===== src/rtl/config_reg.sv =====
// ---------------------------------------------------------------------------
// config_reg
// Memory-mapped configuration/status register bank for an accelerator.
//
// Address map (word addresses):
//   0 .. N_CTRL_WORDS-1                          control words, read/write
//   N_CTRL_WORDS .. N_CTRL_WORDS+N_STAT_WORDS-1  status words, read-only
//   anything above                                unmapped (reads 0)
//
// Ports:
//   clk_s     clock, all state on the rising edge
//   rst_n_s   asynchronous active-low reset
//   ctrl_vec  control word registers driven to the datapath
//   stat_vec  status words from the datapath
//   stat_en   capture enable for the status shadows (REGISTER_STATUS=1)
//   en        bus access strobe
//   addr      word address
//   we        1 = write, 0 = read (qualified by en)
//   be        byte enables for writes
//   wdata     write data
//   rdata     read data (combinational when ASYNC_READ=1, else 1-cycle latency)
// ---------------------------------------------------------------------------
module config_reg #(
    parameter int ASYNC_READ      = 1,
    parameter int N_CTRL_WORDS    = 2,
    parameter int N_STAT_WORDS    = 4,
    parameter int ADDR_WIDTH      = $clog2(N_CTRL_WORDS + N_STAT_WORDS),
    parameter int DATA_WIDTH      = 32,
    parameter int REGISTER_STATUS = 0
) (
    input  logic                    clk_s,
    input  logic                    rst_n_s,
    output logic [DATA_WIDTH-1:0]   ctrl_vec [N_CTRL_WORDS],
    input  logic [DATA_WIDTH-1:0]   stat_vec [N_STAT_WORDS],
    input  logic                    stat_en,
    input  logic                    en,
    input  logic [ADDR_WIDTH-1:0]   addr,
    input  logic                    we,
    input  logic [DATA_WIDTH/8-1:0] be,
    input  logic [DATA_WIDTH-1:0]   wdata,
    output logic [DATA_WIDTH-1:0]   rdata
);

    localparam int N_BYTES = DATA_WIDTH / 8;

    logic                  wr_en;
    logic                  rd_en;
    logic [DATA_WIDTH-1:0] ctrl_reg  [N_CTRL_WORDS];
    logic [DATA_WIDTH-1:0] ctrl_next [N_CTRL_WORDS];
    logic [DATA_WIDTH-1:0] stat_reg  [N_STAT_WORDS];
    logic [DATA_WIDTH-1:0] stat_src  [N_STAT_WORDS];
    logic [DATA_WIDTH-1:0] rd_sel;
    logic [DATA_WIDTH-1:0] rdata_reg;

    assign wr_en = en & we;
    assign rd_en = en & ~we;

    // -----------------------------------------------------------------------
    // Control words: byte-granular write merge, one register per word.
    // Writes whose address is outside the control range match no word and
    // therefore have no effect.
    // -----------------------------------------------------------------------
    genvar gi;
    generate
        for (gi = 0; gi < N_CTRL_WORDS; gi++) begin : g_ctrl
            always_comb begin
                ctrl_next[gi] = ctrl_reg[gi];
                if (wr_en && (addr == ADDR_WIDTH'(gi))) begin
                    for (int bi = 0; bi < N_BYTES; bi++) begin
                        if (be[bi]) begin
                            ctrl_next[gi][8*bi +: 8] = wdata[8*bi +: 8];
                        end
                    end
                end
            end

            always_ff @(posedge clk_s or negedge rst_n_s) begin
                if (!rst_n_s) begin
                    ctrl_reg[gi] <= '0;
                end else begin
                    ctrl_reg[gi] <= ctrl_next[gi];
                end
            end

            assign ctrl_vec[gi] = ctrl_reg[gi];
        end
    endgenerate

    // -----------------------------------------------------------------------
    // Status source. Both the shadow and the direct path are described; the
    // parameter picks one and the other is trimmed away by synthesis.
    // -----------------------------------------------------------------------
    generate
        for (gi = 0; gi < N_STAT_WORDS; gi++) begin : g_stat
            always_ff @(posedge clk_s or negedge rst_n_s) begin
                if (!rst_n_s) begin
                    stat_reg[gi] <= '0;
                end else if (stat_en) begin
                    stat_reg[gi] <= stat_vec[gi];
                end
            end

            assign stat_src[gi] = (REGISTER_STATUS != 0) ? stat_reg[gi] : stat_vec[gi];
        end
    endgenerate

    // -----------------------------------------------------------------------
    // Read select: control word, status word, or 0 for unmapped addresses.
    // -----------------------------------------------------------------------
    always_comb begin
        rd_sel = '0;
        for (int i = 0; i < N_CTRL_WORDS; i++) begin
            if (addr == ADDR_WIDTH'(i)) begin
                rd_sel = ctrl_reg[i];
            end
        end
        for (int i = 0; i < N_STAT_WORDS; i++) begin
            if (addr == ADDR_WIDTH'(N_CTRL_WORDS + i)) begin
                rd_sel = stat_src[i];
            end
        end
    end

    // Registered read data holds its value between reads.
    always_ff @(posedge clk_s or negedge rst_n_s) begin
        if (!rst_n_s) begin
            rdata_reg <= '0;
        end else if (rd_en) begin
            rdata_reg <= rd_sel;
        end
    end

    assign rdata = (ASYNC_READ != 0) ? (rd_en ? rd_sel : '0) : rdata_reg;

endmodule


===== config.mk =====
export PLATFORM = sky130hd
export DESIGN_NAME = config_reg
export DESIGN_NICKNAME = d
export VERILOG_FILES = /design/src/rtl/config_reg.sv
export SDC_FILE = /design/constraint.sdc
export NUM_CORES = 1
export LEC_CHECK = 0
export ABC_AREA = 0
export CORE_AREA = 8 8 111 113
export CTS_CLUSTER_SIZE = 30
export DETAILED_ROUTE_END_ITERATION = 7
export DIE_AREA = 0 0 119 121
export GPL_TIMING_DRIVEN = 0
export HOLD_SLACK_MARGIN = 0.12
export MAX_ROUTING_LAYER = met4
export PLACE_DENSITY = 0.87
export SLEW_MARGIN = 5
export SYNTH_ARGS = -nofsm -noshare
export SYNTH_HDL_FRONTEND = slang
export SYNTH_SLANG_ARGS = --single-unit

===== constraint.sdc =====
create_clock -name clk_s -period 4.39 [get_ports clk_s]
set_input_delay 0.878 -clock clk_s [delete_from_list [all_inputs] [get_ports clk_s]]
set_output_delay 0.878 -clock clk_s [all_outputs]
set_load 0.02 [all_outputs]

# --- Word level (Yosys, flattened, before mapping) ---
# Cells that the tools add are included.
totals:
  reg_bits: 64
  latch_bits: 0
  ramBits: 0
  romBits: 0
  inputBits: 172
  output_inout_bits: 96
  elab_cells: 34
  memories: 0
op_classes:
  add_sub_neg: 0
  n_mul: 0
  n_div: 0
  order_cmp: 0
  n_eq_ne: 5
  n_shift: 0
  n_mux: 7
  n_bitwise: 3
  reduce_logical: 11
op_table:
  columns: ["operator", "n"]
  rows:
  - ["$mux W32", 7]
  - ["$reduce_and A2 Y1", 8]
  - ["$eq A3 B2 Y1 const B", 2]
  - ["$eq A3 B3 Y1 const B", 2]
  - ["$eq A3 B1 Y1 const B", 1]
  - ["$logic_not A3 Y1", 1]
  - ["$and A1 B1 Y1", 2]
  - ["$logic_and A1 B1 Y1", 2]
  - ["$not A1 Y1", 1]

# --- Depth between registers and ports, before layout ---
depth:
  word_depth: 8
  depth_mapped: 6
  mapped_depth_nobuf: 3

# --- Least setup slack after synthesis ---
# Ideal clock, no wire load.
synth_path:
  path_kind: "in2out"
  startpoint: "in addr[1]"
  endpoint: "out rdata[13]"
  t_arrival_ps: 1979
  required_ps: 3512
  path_slack_ps: 1533
  cell_stages: 6
  path_buffers: 3
  cell_sequence: "buf_6 -> or2_2 -> clkbuf_1 -> buf_2 -> o22ai_1 -> o221a_2"
synth_between:
  elab_chain_cells: 8
  elab_cells_between_ends: 13
  cone_classes: "5 x eq/ne; 7 x mux; 1 x reduce/logical"
synth_lines:
  columns: ["item", "line", "source"]
  rows:
  - ["start: declaration", "37", "input logic [ADDR_WIDTH-1:0] addr,"]
  - ["$logic_not A3 Y1", "113", "if (addr == ADDR_WIDTH'(i)) begin"]
  - ["$mux W32 (2 in series)", "113", null]
  - ["$mux W32 (3 in series)", "118", "if (addr == ADDR_WIDTH'(N_CTRL_WORDS + i)) begin"]
  - ["$mux W32 *", "118", null]
  - ["$mux W32 *", "133", "assign rdata = (ASYNC_READ != 0) ? (rd_en ? rd_sel : '0) : rdata_reg;"]
  - ["end: declaration", "41", "output logic [DATA_WIDTH-1:0] rdata"]
# Mark *: on every way between the ends. The rest lies on a longest branch, timed or not.

# --- Worst setup path after layout ---
layout_path:
  startpoint: "in en"
  endpoint: "out rdata[2]"
layout_between:
  elab_chain_cells: 2
layout_lines:
  columns: ["item", "line", "source"]
  rows:
  - ["start: declaration", "36", "input logic en,"]
  - ["$and A1 B1 Y1", "56", "assign rd_en = en & ~we;"]
  - ["$mux W32", "133", null]
# Every way passes these cells.

==> flow_metrics.py <==
metrics = {
    "run_status": {
        "status": "complete, no violations",
    },
    "setup_path": {
        "arrival_ns": 3.34,
        "slowest_stage": "clkdlybuf4s50_1",
        "cp-start-kind": "input port",
        "path_buf_inv": 3,
        "cpLargestDelayFamily": "buffers and inverters",
        "endpoint_kind": "primary output",
        "max_stage_delay_ns": 0.66,
        "cpMostUsedCell": "clkdlybuf4s50_1",
        "cp_max_fo": 10,
        "crit_type": "input port to primary output",
        "crit_required_ns": 3.51,
        "path_cells": "clkdlybuf4s50_1 > nor2b_1 > clkbuf_1 > o221a_2 > clkdlybuf4s50_1",
    },
    "power": {
        "ir_worst_vdd_mv": 0.176,
        "leakagePower_nw": 2.97,
        "powerDensity_mw_per_mm2": 329,
    },
    "sta": {
        "hold_violations": 0,
        "holdWs_ns": 0.533,
        "setup_viol": 0,
        "maxSlewViolCount": 0,
        "post-route-min-period_ns": 4.22,
        "rsz0062_at_grt": "no",
        "setup_tns_ns": 0,
        "finalWorstSetupSlack_ns": 0.170,
        "clock_skew_ns": 0,
        "worst_pin_slew_ns": 0.841,
        "max_slew_margin_pct": 43.6,
        "post-route-period-util_pct": 96.1,
        "fmax_mhz": 237,
    },
    "synth": {
        "synth_edf_count": 0,
        "ys_seq_area_share_pct": 39.6,
        "synth_ff_type": "dfrtp_1",
        "syn_area_per_cell_sq_um": 11.0,
        "synth_warnings": 0,
        "synthDistinctLibCells": 19,
        "ys_top_cells_by_area": "dfrtp_1, mux2_2, mux2i_1, o221a_2, nor2_1",
        "syn_area_sq_mm": 0.00405,
        "synth-seq-cells": 64,
        "synthArstFlopShare_pct": 100,
        "yosysMostFrequentCell": "mux2i_1",
        "synth_largest_area_cell": "dfrtp_1",
        "syn_nets": 539,
        "synth_top_area_share_pct": 39.6,
        "syn_inst": 367,
        "ys_top_cells_by_count": "mux2i_1, dfrtp_1, mux2_2",
    },
    "routing": {
        "routed_via_density": 5.39,
        "vias": 4244,
        "routedWlPerCell_um": 22.2,
        "routed_wl_um": 17500,
        "post-route-drc-count": 0,
        "drt_iter0_drc": 226,
        "drt_pass1_iterations": 4,
        "antenna_left": 0,
    },
    "die": {
        "die_y_um": 121,
        "die_width_um": 119,
        "rows": 38,
        "io_pins": 268,
        "die_area_sq_mm": 0.0144,
        "core_area_sq_mm": 0.0106,
        "start_util_pct": 38.2,
    },
    "global_routing": {
        "grt.total_usage_pct": 24.4,
        "gr-total-overflow": 0,
        "grt_pass1_wl_um": 26600,
        "grt_pass1_vias": 4852,
        "antenna_found_initial": 0,
        "grt_max_degree": 65,
    },
    "final_layout": {
        "seqCellArea_sq_mm": 0.00160,
        "fin_nets": 815,
        "drive_gt1_share_pct": 20.5,
        "area_growth_pct": 75.9,
        "fill_cells": 847,
        "multi_input_area_sq_mm": 0.00231,
        "largest_register_ffs": 64,
        "diodes": 0,
        "fin_cells": 788,
    },
    "placement": {
        "dp_cells": 772,
        "dp_hpwl_um": 14100,
        "gp_congestion": 0.883,
        "port-buffer-count": 265,
        "pre_cts_ws_ns": 0.128,
    },
    "clock_tree": {
        "cts_made_buffers": 9,
        "cts_hold_buffers": 0,
        "cts_sinks": 64,
        "cts.clk_slew.worst_paths_ns": 0.07,
        "cts_root_buf": "clkbuf_8",
        "htreeDepth": 3,
        "clock_latency_ns": 0.34,
        "postCtsSetupRepairBufs": 0,
        "post_cts_resized": 0,
        "cts_tree": "yes",
        "cts_buffer_depth": 2,
    },
    "flow_run": {
        "max_cap_violations": 0,
    },
    "worst_hold_path": {
        "hold_class": "flip-flop to flip-flop",
    },
}
## area by class of cell
class / count / area share, %
plain buffers: 29 / 1.83
repair buffers: 265 / 37.2
clock inverters: 7 / 1.69
flip-flops and latches: 64 / 22.5
well taps: 140 / 2.46
multi-input cells: 274 / 32.5
clock buffers: 9 / 1.74
## layer usage
metal  GRT usage, %  part of all wire [%]
met1           25.9                    39
met2           42.4                    51
met3           7.21                   6.6
met4           9.17                   2.6
met5              -                     0
## path summary, 6_finish.rpt
kind	from	endpoint	slack, ns	cells past startpoint
setup / recovery	en	rdata[2]	0.17	5
hold / removal	ctrl_vec[48]	ctrl_vec[48]	0.53	1
setup reg to reg	ctrl_vec[16]	ctrl_vec[16]	3.59	1
hold reg to reg	ctrl_vec[48]	ctrl_vec[48]	0.53	1
max in group asynchronous	rst_n_s	ctrl_vec[45]	3.21	1
min in group asynchronous	rst_n_s	ctrl_vec[9]	0.60	1
## cell families after synthesis
group                  after synthesis  share of synthesized area [%]
buffers and inverters               29                           3.22
AND/OR/NAND/NOR                     81                           9.53
multiplexers                       129                           33.9
AO/OA/AOI/OAI                       64                           13.8
flip-flops                          64                           39.6
## report_power, final
group	internal, mW	total [mW]	switching, mW
logic	0.506	0.919	0.414
clock network	0.378	0.623	0.245
registers	0.705	0.797	0.0921
total	1.59	2.34	0.751
## cell usage in the layout, fill, tap and decap left out, types with 4 or more instances in the layout
master | Yosys | layout
nor2_1 | 63 | 63
clkdlybuf4s50_1 | 0 | 264
clkbuf_8 | 0 | 9
clkbuf_1 | 13 | 13
mux2_2 | 64 | 64
o221a_2 | 31 | 31
nand4b_1 | 4 | 4
mux2i_1 | 65 | 65
buf_2 | 11 | 11
dfrtp_1 | 64 | 64
o22ai_1 | 32 | 32
buf_1 | 4 | 4
nor3_2 | 4 | 4
## stage by stage
step / power, mW / area, sq um / util [%]
after floorplan: 1.21 / 4050 / -
after global placement: 1.70 / 6870 / 64.8
after detailed placement: 1.73 / 6870 / 64.8
after CTS: 2.36 / 7110 / 67.1
after global routing: 2.44 / 7110 / 67.1
final: 2.34 / 7110 / 67.1
Power figures use the tool's default switching activity.
